`src/rtl/box_draw_arbiter.sv`:
```
// box_draw_arbiter: shares one VGA adapter pixel-write port between several
// box-drawing requesters. A round-robin winner is granted, its origin and
// colour are latched, and the box is scanned row-major, one pixel per cycle.
//
// Handshake: a requester raises req (level) and holds it until it sees a
// one-cycle ack pulse. grant is high while it owns the port. Dropping req
// before grant withdraws the request; dropping it after grant changes nothing.
//
// Optional build macro: BOX_ARB_RESET_PRIORITY_EN -- requester 0 (reset
// sequencer) always wins in IDLE when requesting. Round-robin then runs only
// among requesters 1..NUM_REQ-1, and rr_ptr is left alone when 0 wins.
module box_draw_arbiter #(
  parameter int NUM_REQ = 3,
  parameter int BOX_W   = 4,
  parameter int BOX_H   = 4
) (
  input  logic                 clk,
  input  logic                 reset,
  input  logic [NUM_REQ-1:0]   req,
  input  logic [8*NUM_REQ-1:0] req_x,
  input  logic [7*NUM_REQ-1:0] req_y,
  input  logic [3*NUM_REQ-1:0] req_colour,
  output logic [NUM_REQ-1:0]   grant,
  output logic [NUM_REQ-1:0]   ack,
  output logic [7:0]           x,
  output logic [6:0]           y,
  output logic [2:0]           colour,
  output logic                 plot,
  output logic                 busy,
  output logic [1:0]           dbg_state
);

  localparam int IW = (NUM_REQ > 1) ? $clog2(NUM_REQ) : 1;
  localparam logic [NUM_REQ-1:0] ONE = 1;

  typedef enum logic [1:0] {IDLE, LATCH, DRAW, DONE} state_t;

  state_t        state;
  logic [IW-1:0] rr_ptr;
  logic [IW-1:0] winner;
  logic [IW-1:0] pick;
  logic          pick_valid;
  logic [IW-1:0] rr_next;
  logic [3:0]    dx, dy;
  logic [3:0]    ndx, ndy;
  logic          last_col, last_row;
  logic [7:0]    base_x;
  logic [6:0]    base_y;

  assign dbg_state = state;

  // Round-robin search from rr_ptr; first high request bit wins.
  always_comb begin
    int idx;
    idx        = 0;
    pick       = '0;
    pick_valid = 1'b0;
`ifdef BOX_ARB_RESET_PRIORITY_EN
    if (req[0]) begin
      pick_valid = 1'b1;
    end else begin
      for (int k = 0; k < NUM_REQ; k++) begin
        idx = (int'(rr_ptr) + k) % NUM_REQ;
        if (!pick_valid && idx != 0 && req[idx]) begin
          pick       = IW'(idx);
          pick_valid = 1'b1;
        end
      end
    end
`else
    for (int k = 0; k < NUM_REQ; k++) begin
      idx = (int'(rr_ptr) + k) % NUM_REQ;
      if (!pick_valid && req[idx]) begin
        pick       = IW'(idx);
        pick_valid = 1'b1;
      end
    end
`endif
  end

  // Scan position of the pixel after the one being presented.
  always_comb begin
    last_col = (dx == 4'(BOX_W - 1));
    last_row = (dy == 4'(BOX_H - 1));
    ndx      = last_col ? 4'd0 : dx + 4'd1;
    ndy      = last_col ? dy + 4'd1 : dy;
    rr_next  = (winner == IW'(NUM_REQ - 1)) ? '0 : winner + 1'b1;
  end

  // Arbitration / latch / scan / acknowledge state machine.
  always_ff @(posedge clk) begin
    if (reset) begin
      state  <= IDLE;
      rr_ptr <= '0;
      winner <= '0;
      grant  <= '0;
      ack    <= '0;
      x      <= '0;
      y      <= '0;
      colour <= '0;
      plot   <= 1'b0;
      busy   <= 1'b0;
      dx     <= '0;
      dy     <= '0;
      base_x <= '0;
      base_y <= '0;
    end else begin
      case (state)
        IDLE: begin
          ack <= '0;
          if (pick_valid) begin
            winner <= pick;
            grant  <= ONE << pick;
            busy   <= 1'b1;
            state  <= LATCH;
          end
        end
        LATCH: begin
          // Origin and colour are frozen here; later input changes are ignored.
          base_x <= req_x[8*winner +: 8];
          base_y <= req_y[7*winner +: 7];
          colour <= req_colour[3*winner +: 3];
          x      <= req_x[8*winner +: 8];
          y      <= req_y[7*winner +: 7];
          dx     <= '0;
          dy     <= '0;
          plot   <= 1'b1;
          state  <= DRAW;
        end
        DRAW: begin
          if (last_col && last_row) begin
            plot  <= 1'b0;
            ack   <= ONE << winner;
            grant <= '0;
`ifdef BOX_ARB_RESET_PRIORITY_EN
            if (winner != '0) rr_ptr <= rr_next;
`else
            rr_ptr <= rr_next;
`endif
            state <= DONE;
          end else begin
            dx <= ndx;
            dy <= ndy;
            x  <= base_x + {4'b0, ndx};
            y  <= base_y + {3'b0, ndy};
          end
        end
        DONE: begin
          ack   <= '0;
          busy  <= 1'b0;
          state <= IDLE;
        end
        default: state <= IDLE;
      endcase
    end
  end

endmodule

```
`config.mk`:
```
export PLATFORM = sky130hd
export DESIGN_NAME = box_draw_arbiter
export DESIGN_NICKNAME = d
export VERILOG_FILES = /design/src/rtl/box_draw_arbiter.sv
export SDC_FILE = /design/constraint.sdc
export NUM_CORES = 1
export LEC_CHECK = 0
export CAP_MARGIN = 15
export CORE_MARGIN = 2
export CORE_UTILIZATION = 35
export DETAILED_ROUTE_END_ITERATION = 6
export GPL_ROUTABILITY_DRIVEN = 0
export HOLD_SLACK_MARGIN = 0.12
export PLACE_DENSITY = 0.63
export SETUP_SLACK_MARGIN = 0.05
export SLEW_MARGIN = 10
export SYNTH_ARGS = -nofsm -noshare
export SYNTH_HDL_FRONTEND = slang
export SYNTH_SLANG_ARGS = --single-unit
```
`constraint.sdc`:
```
create_clock -name clk -period 2.6 [get_ports clk]
set_input_delay 0.52 -clock clk [delete_from_list [all_inputs] [get_ports clk]]
set_output_delay 0.52 -clock clk [all_outputs]
set_load 0.01 [all_outputs]
```
==> results of run 1 <==
sequential cells by signal, summed over array words and instances (netlist names):
| name | flops |
|---|---|
| base_x | 8 |
| busy | 1 |
| y | 7 |
| colour | 3 |
| dbg_state | 2 |
| ack | 3 |
| base_y | 7 |
| x | 8 |
| dx | 4 |
| winner | 2 |
| grant | 3 |
| rr_ptr | 2 |
| plot | 1 |
| dy | 4 |
final timing paths:
kind | from | endpoint | depth (start not counted)
setup / recovery | dx[0] | y[3] | 10
hold / removal | reset | rr_ptr[1] | 2
setup reg to reg | dx[0] | y[3] | 10
hold reg to reg | x[1] | x[1] | 2
final cells by class:
type	count	area, um2	area share
clock buffer	5	68.8	0.0147
clock inverter	1	7.51	0.00160
inverter	17	63.8	0.0136
multi-input combinational	306	2200	0.469
sequential	55	1110	0.237
tap	133	166	0.0355
timing repair buffer	115	1070	0.229
repair_timing:
| action | in CTS | in global routing |
|---|---|---|
| resized for setup | 2 | 11 |
| endpoints found under the hold margin | 0 | 0 |
| endpoints found under the setup margin | 4 | 5 |
| pin swaps | 0 | 14 |
| buffers inserted | 1 | 8 |
per-layer routing:
metal / track usage / up-vias / routed length, um
met3: 0.0376 / 9 / 592
li1: - / 1659 / -
met1: 0.218 / 1589 / 4290
met2: 0.333 / 84 / 4810
met4: 0.0435 / 0 / 134
met5: 0 / - / 0
through the flow:
stage               area (um2)  total power [uW]  TNS (ps)  hold slack (ps)
global placement          4480              3220         0              442
finish                    4690              3730         0              416
floorplan                 3480              2510         0              467
detailed placement        4480              3260         0              447
CTS                       4570              3720         0              420
global route              4690              4000     -1.45              430
power by group through the flow:
stage               clock, uW  combinational (uW)  sequential (uW)
finish                    462                1980             1280
global route              489                2200             1310
CTS                       467                1970             1280
detailed placement          0                1960             1300
global placement            0                1930             1290
floorplan                   0                1200             1310
cell families after synthesis:
| family | after synthesis |
|---|---|
| flip-flops | 55 |
| AND/OR/NAND/NOR | 123 |
| multiplexers | 26 |
| AO/OA/AOI/OAI | 125 |
| adder cells (fa/ha/maj) | 21 |
| buffers and inverters | 44 |
| XOR/XNOR | 11 |
worst register-to-register path: cells and delay by family, from the launching register on:
family / cells / cell delay [ps]
DFF: 1 / 390
and+or+nand+nor: 2 / 450
buffers and inverters: 2 / 320
muxes: 1 / 270
xor gates and xnor gates: 2 / 320
AOI/OAI and AO/OA: 1 / 170
adders and majority gates: 2 / 470
Yosys cell counts (all sizes together) (2+ instances only):
| cell type | count | share of area |
|---|---|---|
| nor2 | 63 | 0.069 |
| dfxtp | 55 | 0.32 |
| a21oi | 36 | 0.053 |
| a211oi | 22 | 0.048 |
| mux2i | 20 | 0.058 |
| ha | 17 | 0.062 |
| inv | 17 | 0.019 |
| nand2 | 17 | 0.022 |
| clkbuf | 16 | 0.026 |
| a22oi | 12 | 0.028 |
| buf | 11 | 0.021 |
| nor3 | 11 | 0.016 |
| o21ai | 8 | 0.015 |
| a211o | 7 | 0.018 |
| nand3 | 7 | 0.013 |
| xnor2 | 7 | 0.020 |
| a31oi | 6 | 0.013 |
| mux2 | 6 | 0.020 |
| a21o | 5 | 0.011 |
| and2 | 4 | 0.0073 |
| nor4 | 4 | 0.0091 |
| o211ai | 4 | 0.0087 |
| xor2 | 4 | 0.010 |
| a311o | 3 | 0.0087 |
| and3 | 3 | 0.0054 |
| nand4 | 3 | 0.0054 |
| nor2b | 3 | 0.0054 |
| o21a | 3 | 0.0065 |
| o41ai | 3 | 0.0076 |
| or3 | 3 | 0.0054 |
| a22o | 2 | 0.0051 |
| a2bb2o | 2 | 0.0058 |
| a311oi | 2 | 0.0051 |
| a31o | 2 | 0.0051 |
| fa | 2 | 0.012 |
| maj3 | 2 | 0.0062 |
| nand2b | 2 | 0.0036 |
| nor3b | 2 | 0.0073 |
==> metrics.md, run 1 <==
| Metric | Value |
|---|---|
| Outcome | `finished clean` |
| Die H | `103 um` |
| Comb pwr share | `0.532` |
| CP max stage cell | `dfxtp_4` |
| Internal power | `2190 uW` |
| Ys flop type | `dfxtp_1` |
| I/O pin cnt | `87` |
| Unrepaired setup endpoints after global routing | `true` |
| Critical path, cell by cell | `ha_4, nor3b_4, buf_4, nand4_1, xnor2_2, ha_1, buf_4, xor2_1, mux2_2, a211oi_2` |
| First-pass GRT wire length | `15.4 mm` |
| Clock Sinks | `55` |
| Xor-xnor portion of the synthesized cell area | `0.0301` |
| Sw power | `1540 uW` |
| Yosys reg bits | `55` |
| Fin nets | `578` |
| Number of CTS-inserted buffers | `5` |
| Antenna violations before repair | `0` |
| Tot GR Track Use | `0.182` |
| Worst clock skew | `7.19 ps` |
| # fillers | `921` |
| Final Max Tran Viols | `0` |
| Yosys warns | `0` |
| R2R Setup Slk | `120 ps` |
| TritonCTS clock tree | `built` |
| # setup viols final | `0` |
| CP Class | `reg2reg` |
| Synth Cell Area | `0.00345 mm2` |
| Pwr/cell area | `796 mW/mm2` |
| Sequential share of power | `0.344` |
| Simple-gate share of the synthesized area | `0.171` |
| Mux cell area share after synthesis | `0.0777` |
| Core Area | `0.00968 mm2` |
| Min cycle time layout | `2480 ps` |
| 1st-iter DRT viols | `137` |
| Detailed Routing Iterations Pass 1 | `4` |
| Vias | `3,341` |
| Required time of the critical path | `2840 ps` |
| WP buf/inv | `2` |
| Critical path's top delay family | `adder cells` |
| Final std cells w/o fill | `632` |
| Synth Instances | `405` |
| Net Sw Frac | `0.413` |
| Critical-path maximum fanout | `5` |
| FFs w/ async S/R, synth | `0` |
| Placed Instances | `617` |
| Slew HR | `0.670` |
| Remaining Overflow, GRT | `0` |
| Min-Delay Path Class | `in2reg` |
| Worst-path clk slew | `100 ps` |
| Hold Violations, Final | `0` |
| Syn avg cell area | `8.51 um2` |
| Hpwl dp | `7.42 mm` |
| Final WS setup | `121 ps` |
| Leak | `0.00180 uW` |
| Routed vias/inst | `5.29` |
| EDFF count, synth | `0` |
| Synth Area in Compound Gates | `0.257` |
| Layout cells sized above 1 | `0.138` |
| Register area share after synthesis | `0.319` |
| Commonest non-fill, non-tap cell in the layout | `clkdlybuf4s50_1` |
| Peak Freq | `403 MHz` |
| Adder-cell share of the synthesized area | `0.0795` |
| Max-cap violations | `0` |
| CP endpoint kind | `flip-flop` |
| Largest net degree at the start of global routing | `38` |
| Routed len/inst | `15.5 um` |
| H-tree depth reported by CTS | `2` |
| Syn nets | `483` |
| Post-route ant nets | `0` |
| Clock share of power | `0.124` |
| Pre-CTS setup slack | `42.2 ps` |
| Period utilisation layout | `0.954` |
| Slew @ Worst Pin | `494 ps` |
| Root Buffer | `clkbuf_8` |
| # diodes | `0` |
| DIE AREA | `0.0107 mm2` |
| Most frequent cells in the layout | `clkdlybuf4s50_1 (85), nor2_1 (63), dfxtp_1 (53)` |
| Post-Route WL | `9.82 mm` |
| Fin util | `0.484` |
| Hold_buf cts | `0` |
| Critical path arrival | `2720 ps` |
| Peak supply drop | `0.333 mV` |
| Clock Latency Late Sink | `310 ps` |
| Crit path largest cell delay | `390 ps` |
| Die W | `103 um` |
| DRC Markers | `0` |
| Largest family of logic cells by synthesized area | `compound AO/OA/AOI/OAI gates` |
| Worst setup SP type | `flip-flop` |
| Vias in the first global route | `3,212` |
| Area delta synth->final | `36.0%` |
| Starting density of the core | `0.356` |
| Cell repeated most along the worst path | `buf_4` |
| Clock buffer depth | `2` |
| Yosys cell types | `64` |
| IO buf count | `86` |
| Row cnt | `36` |
Note: power is estimated with default switching activity, not from simulation.
==> inputs of run 2 (changes only) <==
Settings changed: CAP_MARGIN 15 to not set.
==> results of run 2 <==
Final layout, timing and power as in run 1 (identical DEF).
